`src/rtl/wb_regfile.sv`:
```
// Writeback-stage register file: selects the writeback value, commits it to a 32-entry GPR array,
// and serves two combinational read ports with same-cycle bypass. Also counts committed writes.
module wb_regfile #(
  parameter int DATA_W = 32,
  parameter int ADDR_W = 5
) (
  input  logic              clk,
  input  logic              rst,
  input  logic              RegWrite,
  input  logic              MemtoReg,
  input  logic [DATA_W-1:0] MemoryData,
  input  logic [DATA_W-1:0] ALUResult,
  input  logic [ADDR_W-1:0] RegWriteAdd,
  input  logic [ADDR_W-1:0] ReadAdd1,
  input  logic [ADDR_W-1:0] ReadAdd2,
  output logic [DATA_W-1:0] ReadData1,
  output logic [DATA_W-1:0] ReadData2,
  output logic [DATA_W-1:0] WriteData_Out,
  output logic [31:0]       WriteCount
);

  localparam int NREG = 2 ** ADDR_W;

  logic [DATA_W-1:0] regs_q [1:NREG-1];
  logic [31:0]       count_q;
  logic [DATA_W-1:0] wdata;
  logic              commit;

  // Shared by WriteData_Out and the bypass so forwarding and decode always agree.
  assign wdata  = MemtoReg ? MemoryData : ALUResult;
  assign commit = RegWrite && (RegWriteAdd != '0);

  always_ff @(posedge clk or negedge rst) begin
    if (!rst) begin
      for (int i = 1; i < NREG; i++) begin
        regs_q[i] <= '0;
      end
      count_q <= '0;
    end else if (commit) begin
      regs_q[RegWriteAdd] <= wdata;
      count_q             <= count_q + 32'd1;
    end
  end

  always_comb begin
    ReadData1 = '0;
    if (ReadAdd1 != '0) begin
      if (RegWrite && (RegWriteAdd == ReadAdd1)) ReadData1 = wdata;
      else                                       ReadData1 = regs_q[ReadAdd1];
    end
  end

  always_comb begin
    ReadData2 = '0;
    if (ReadAdd2 != '0) begin
      if (RegWrite && (RegWriteAdd == ReadAdd2)) ReadData2 = wdata;
      else                                       ReadData2 = regs_q[ReadAdd2];
    end
  end

  assign WriteData_Out = wdata;
  assign WriteCount    = count_q;

endmodule

```
`config.mk`:
```
export PLATFORM = sky130hd
export DESIGN_NAME = wb_regfile
export DESIGN_NICKNAME = d
export VERILOG_FILES = /design/src/rtl/wb_regfile.sv
export SDC_FILE = /design/constraint.sdc
export NUM_CORES = 2
export LEC_CHECK = 0
export ABC_AREA = 1
export BUFFER_PORTS_ARGS = -buffer_cell sky130_fd_sc_hd__buf_2
export CORE_MARGIN = 1.5
export CORE_UTILIZATION = 30
export CTS_CLUSTER_DIAMETER = 100
export CTS_CLUSTER_SIZE = 20
export DETAILED_ROUTE_END_ITERATION = 8
export PLACE_DENSITY = 0.43
export SETUP_SLACK_MARGIN = 0.02
export SYNTH_ARGS = -nofsm -noshare
export SYNTH_HDL_FRONTEND = slang
export SYNTH_SLANG_ARGS = --single-unit
```
`constraint.sdc`:
```
create_clock -name clk -period 3.2 [get_ports clk]
set_clock_uncertainty 0.2 [all_clocks]
set_input_delay 0.16 -clock clk [delete_from_list [all_inputs] [get_ports clk]]
set_output_delay 0.16 -clock clk [all_outputs]
set_load 0.05 [all_outputs]
```
# Word level (Yosys, flattened, before mapping)
# Cells that the tools add are included.
[classes] muxes=14 n_bitwise=3 magnitude_cmp=4 n_eq_ne=2 n_addsub=1 n_reduce_logical=7
[ops] op="$bwmux 992" n=1
[ops] op="$bmux 32 s5" n=2
[ops] op="$mux 32" n=10
[ops] op="$demux 32 s5" n=1
[ops] op="$add 32x1->32 const B" n=1
[ops] op="$ge 6x6->1 const B" n=3
[ops] op="$not 5->6" n=3
[ops] op="$reduce_bool 5->1" n=3
[ops] op="$eq 5x5->1" n=2
[ops] op="$lt 6x1->1 const B" n=1
[ops] op="$logic_and 1x1->1" n=4
[totals] reg_bits=1024

# Logic depth before layout (Yosys ltp)
[depth] word_depth=6 depth_mapped=14 ltp_nobuf=10

# Worst setup path after synthesis
# No wires, ideal clock.
[synth_path] path_kind="register to register" from="register count_q[2], in the netlist WriteCount[2]" to="register count_q[29], in the netlist WriteCount[29]" synth_period_minus_slack_ns=2.071 setup_slack_ns=1.129 arrival_time_ns=1.751 n_path_buf=0 stages_incl_launch_ff=9 required_ns=2.880 path_cell_list="dfrtp_1 -> nand3_1 -> nand3b_1 -> nor2_1 -> nand2_1 -> nor2_1 -> nand2_1 -> nand2_1 -> nand2_1"
[synth_via] elab_chain_cells=1
[synth_lines] item="start: declaration" line_no="25" text="logic [31:0] count_q;"
[synth_lines] item="start signal: assignment" line_no="41" text="count_q <= count_q + 32'd1;"
[synth_lines] item="$add 32x1->32" line_no="41"
# Every way passes these cells.
# A chain may end at the register's enable or synchronous reset.

# Worst setup path after layout
[layout_path] from="register regs_q[769] in the netlist's numbering" to="output port ReadData1[1]"
[layout_via] elab_chain_cells=5
[layout_lines] item="start: declaration" line_no="24" text="logic [DATA_W-1:0] regs_q [1:NREG-1];"
[layout_lines] item="start signal: indexed assignment" line_no="40" text="regs_q[RegWriteAdd] <= wdata;"
[layout_lines] item="$bmux 32 s5" line_no="49" text="else ReadData1 = regs_q[ReadAdd1];"
[layout_lines] item="$mux 32 (implied by the code) (2 in series)" line_no="49"
[layout_lines] item="$mux 32" line_no="48" text="if (RegWrite && (RegWriteAdd == ReadAdd1)) ReadData1 = wdata;"
[layout_lines] item="$mux 32" line_no="47" text="if (ReadAdd1 != '0) begin"
[layout_lines] item="end: declaration" line_no="16" text="output logic [DATA_W-1:0] ReadData1,"
# Every way passes these cells. The select of a mux whose other input is x is not followed.

==> summary.md <==
| Metric | Value |
|---|---|
| Status | `complete, no violations` |
| Largest cells by area after synthesis | `dfrtp_1 (43%), nand2_1 (19%), nand3_1 (10%)` |
| Yosys warnings | `0` |
| Top FF cell, synth | `dfrtp_1` |
| CTS Root Cell | `clkbuf_16` |
| Setup Crit Path Kind | `flip-flop to output port` |
| Fin crit period | `just over 3000 ps` |
| Synth top area share | `42.7%` |
| Post-Syn Area per Cell | `approximately 6.5 um2` |
| IO Pins | `about 210` |
| HP Class | `primary input to flip-flop` |
| Crit start category | `flip-flop` |
| Leakage power | `between 30 and 40 nW` |
| Register Area | `between 20,000 and 30,000 um2` |
| TritonCTS buffer count | `66` |
| DRT antenna net count | `0` |
| Initial DRC count | `7,485` |
| Instance count on the critical path | `11` |
| Grt ovf | `0` |
| Vias per Instance | `between 5 and 6` |
| Critical path arrival | `2690 ps` |
| Kind of cell adding the most delay to the critical path | `simple AND/OR/NAND/NOR gates` |
| Final Wtd Congestion | `0.911` |
| Skew-Pair Late Insertion Delay | `between 700 and 800 ps` |
| Wirelength per Cell | `approximately 24 um` |
| Register area share after synthesis | `42.7%` |
| Placed Area | `between 60,000 and 70,000 um2` |
| Final Slew Violations | `0` |
| Worst vdd ir | `between 400 and 500 uV` |
| Die Wd | `450 um` |
| Clock slew at reported path FFs | `100 ps` |
| Most frequent CP cell | `nand2_1` |
| Pwr Total | `slightly below 40 mW` |
| Post-Place Setup Slack | `approximately 370 ps` |
| Cells on worst reg2reg path | `9` |
| Die ar. | `roughly 200,000 um2` |
| Yosys reg bits | `about 1.0k` |
| H-Tree Depth | `3` |
| Post-layout util | `about a third` |
| Max stage delay on crit path | `510 ps` |
| Cell Area, Synth | `around 60,000 um2` |
| Rel. slew slack | `about a quarter` |
| I/O Buffers | `210` |
| Reg2reg setup slack | `roughly 1200 ps` |
| Clk sinks | `around 1.0k` |
| Initial antenna violation count | `5` |
| Critical-path top delay cell | `nor2_1` |
| Placed Cells | `~12k` |
| DR vias | `approximately 62k` |
| Vias in the first global route | `~58k` |
| Number of synthesized flops with an enable pin | `0` |
| Core Area | `roughly 200,000 um2` |
| WL final | `approximately 290,000 um` |
| Worst Setup End Kind | `output port` |
| Crit path to | `ReadData1[1]` |
| RR Startpoint | `WriteCount[10]` |
| Initial Util | `30.1%` |
| CP Data Required Time | `roughly 2800 ps` |
| Setup bufs post-CTS | `0` |
| Layout cells sized above 1 | `7.46%` |
| CTS tree | `yes` |
| Pwr dens | `~560 nW/um2` |
| Crit path launch | `regs_q[769]` |
| Hold Violations, Final | `0` |
| Worst Path Buf+Inv | `3` |
| Largest net degree at the start of global routing | `approximately 110` |
| Total track usage | `between 20 and 30%` |
| Worst Max-Slew Pin Slew | `~1100 ps` |
| Period Utilization, post-route | `a little over nine tenths` |
| Post-synth top cells | `nand2_1 (3,117), nand3_1 (1,233), dfrtp_1 (1,024)` |
| DRC viols | `0` |
| WHS Path Cells | `6` |
| Multi-input gate area | `about 29,000 um2` |
| DRT Pass-1 Iters | `6` |
| Synth area leader | `dfrtp_1` |
| CTS Buffer Depth | `3` |
| Area Growth Syn to Fin | `14.8%` |
| Ys async rst share | `between 90% and 100%` |
| R2r endpoint | `WriteCount[24]` |
| Gate Count Post-Synth | `between 9k and 10k` |
| Max frequency | `~330 MHz` |
| Setup ws final | `between 150 and 200 ps` |
| Global-route wire length before repair | `~420,000 um` |
| Nets | `9,257` |
| Post-detail-place hpwl | `~190,000 um` |
| Distinct cells, synth | `25` |
| Layout fillers | `~22k` |
| Hold Slack | `roughly 57 ps` |
| FP Rows | `around 160` |
| Final Non-Filler Cells | `between 10k and 15k` |
| Worst-path cell chain | `inv_1 -> nand2_1 -> nand3_1 -> nand2_1 -> nor2_1 -> nor2_1 -> nand2_1 -> nand3_1 -> nand2_1 -> inv_1 -> buf_2` |
| Sum Neg Setup Slack | `0 ps` |
| Worst Path Max Fanout | `3` |
| Die Y | `around 450 um` |
| Unrepaired setup endpoints after global routing | `false` |
| Max cap viols | `0` |
| Most frequent cell after synthesis | `nand2_1` |
| Final instance area | `between 60,000 and 70,000 um2` |
| Final setup viols | `0` |
| Post-synthesis net count | `9,328` |
[worst min-delay path by stage]
stage                        startpoint            end
after floorplan                     rst  WriteCount[0]
after global placement              rst    regs_q[650]
after detailed placement            rst    regs_q[650]
after CTS                 MemoryData[7]    regs_q[647]
after global routing      ALUResult[17]    regs_q[337]
final                     MemoryData[7]    regs_q[775]
[cell usage in the layout (no fill, tap or decap), types with 2 or more instances in the layout]
cell type and instances:
nor3_1 12, dfrtp_1 1024, nand3_1 1231, nand4_1 7, clkbuf_8 6, xnor2_1 10, inv_8 6, buf_2 155
o21ai_1 7, nand3_4 2, a21oi_1 544, clkbuf_1 2, nor4_4 2, clkinv_2 9, nand3b_1 3, bufinv_16 5
o21ai_0 702, buf_8 5, xor2_1 15, clkbuf_16 71, nor2_1 966, dlygate4sd3_1 37, inv_1 833, o22ai_1 8
inv_2 6, nand2_1 3112, diode_2 5, nand2_4 5, nand3_2 2, buf_4 220, nor2_4 33, buf_12 154
[final cells by class]
type                       instances  area share, %
antenna                            5         0.0181
clock inverter                    19          0.394
multi-input combinational       6664           41.6
timing repair buffer             571           8.64
clock buffer                      79           2.71
inverter                         846           4.65
tap                             2656           4.82
sequential                      1024           37.2
[timing repair]
item,CTS,global route
endpoints found under the hold margin,1218,0
gates resized for setup,0,1
setup endpoints to repair,0,1
hold buffers,38,0
[tightest hold or removal path, cell delays in order]
cell and delay [ps]:
buf_2 100, nand2_1 60, nand2_1 180, buf_4 290
nand2_1 90, o21ai_0 60
[routing by layer]
metal,vias up,wire [um],GRT usage (%)
met1,29900,129000,39.3
li1,28800,-,-
met4,0,10500,9.77
met2,2661,128000,43.6
met5,-,0,0
met3,433,20800,3.67
[state kept, by name, indices dropped and copies added, names as in the netlist]
register    cells
WriteCount     32
regs_q        992
[power breakdown]
group          switching [mW]  internal (mW)
combinational            7.93           3.63
clock                    5.31           4.62
sequential               1.51           15.9
total                    14.8           24.2
[cells by family after synthesis]
family | synth area share (%)
XOR/XNOR | 0.365
adder cells (fa/ha/maj) | 0.0208
AO/OA/AOI/OAI | 10.5
flip-flops | 42.7
buffers and inverters | 10.0
AND/OR/NAND/NOR | 36.4
No activity file was read; power rests on OpenSTA's default activity.
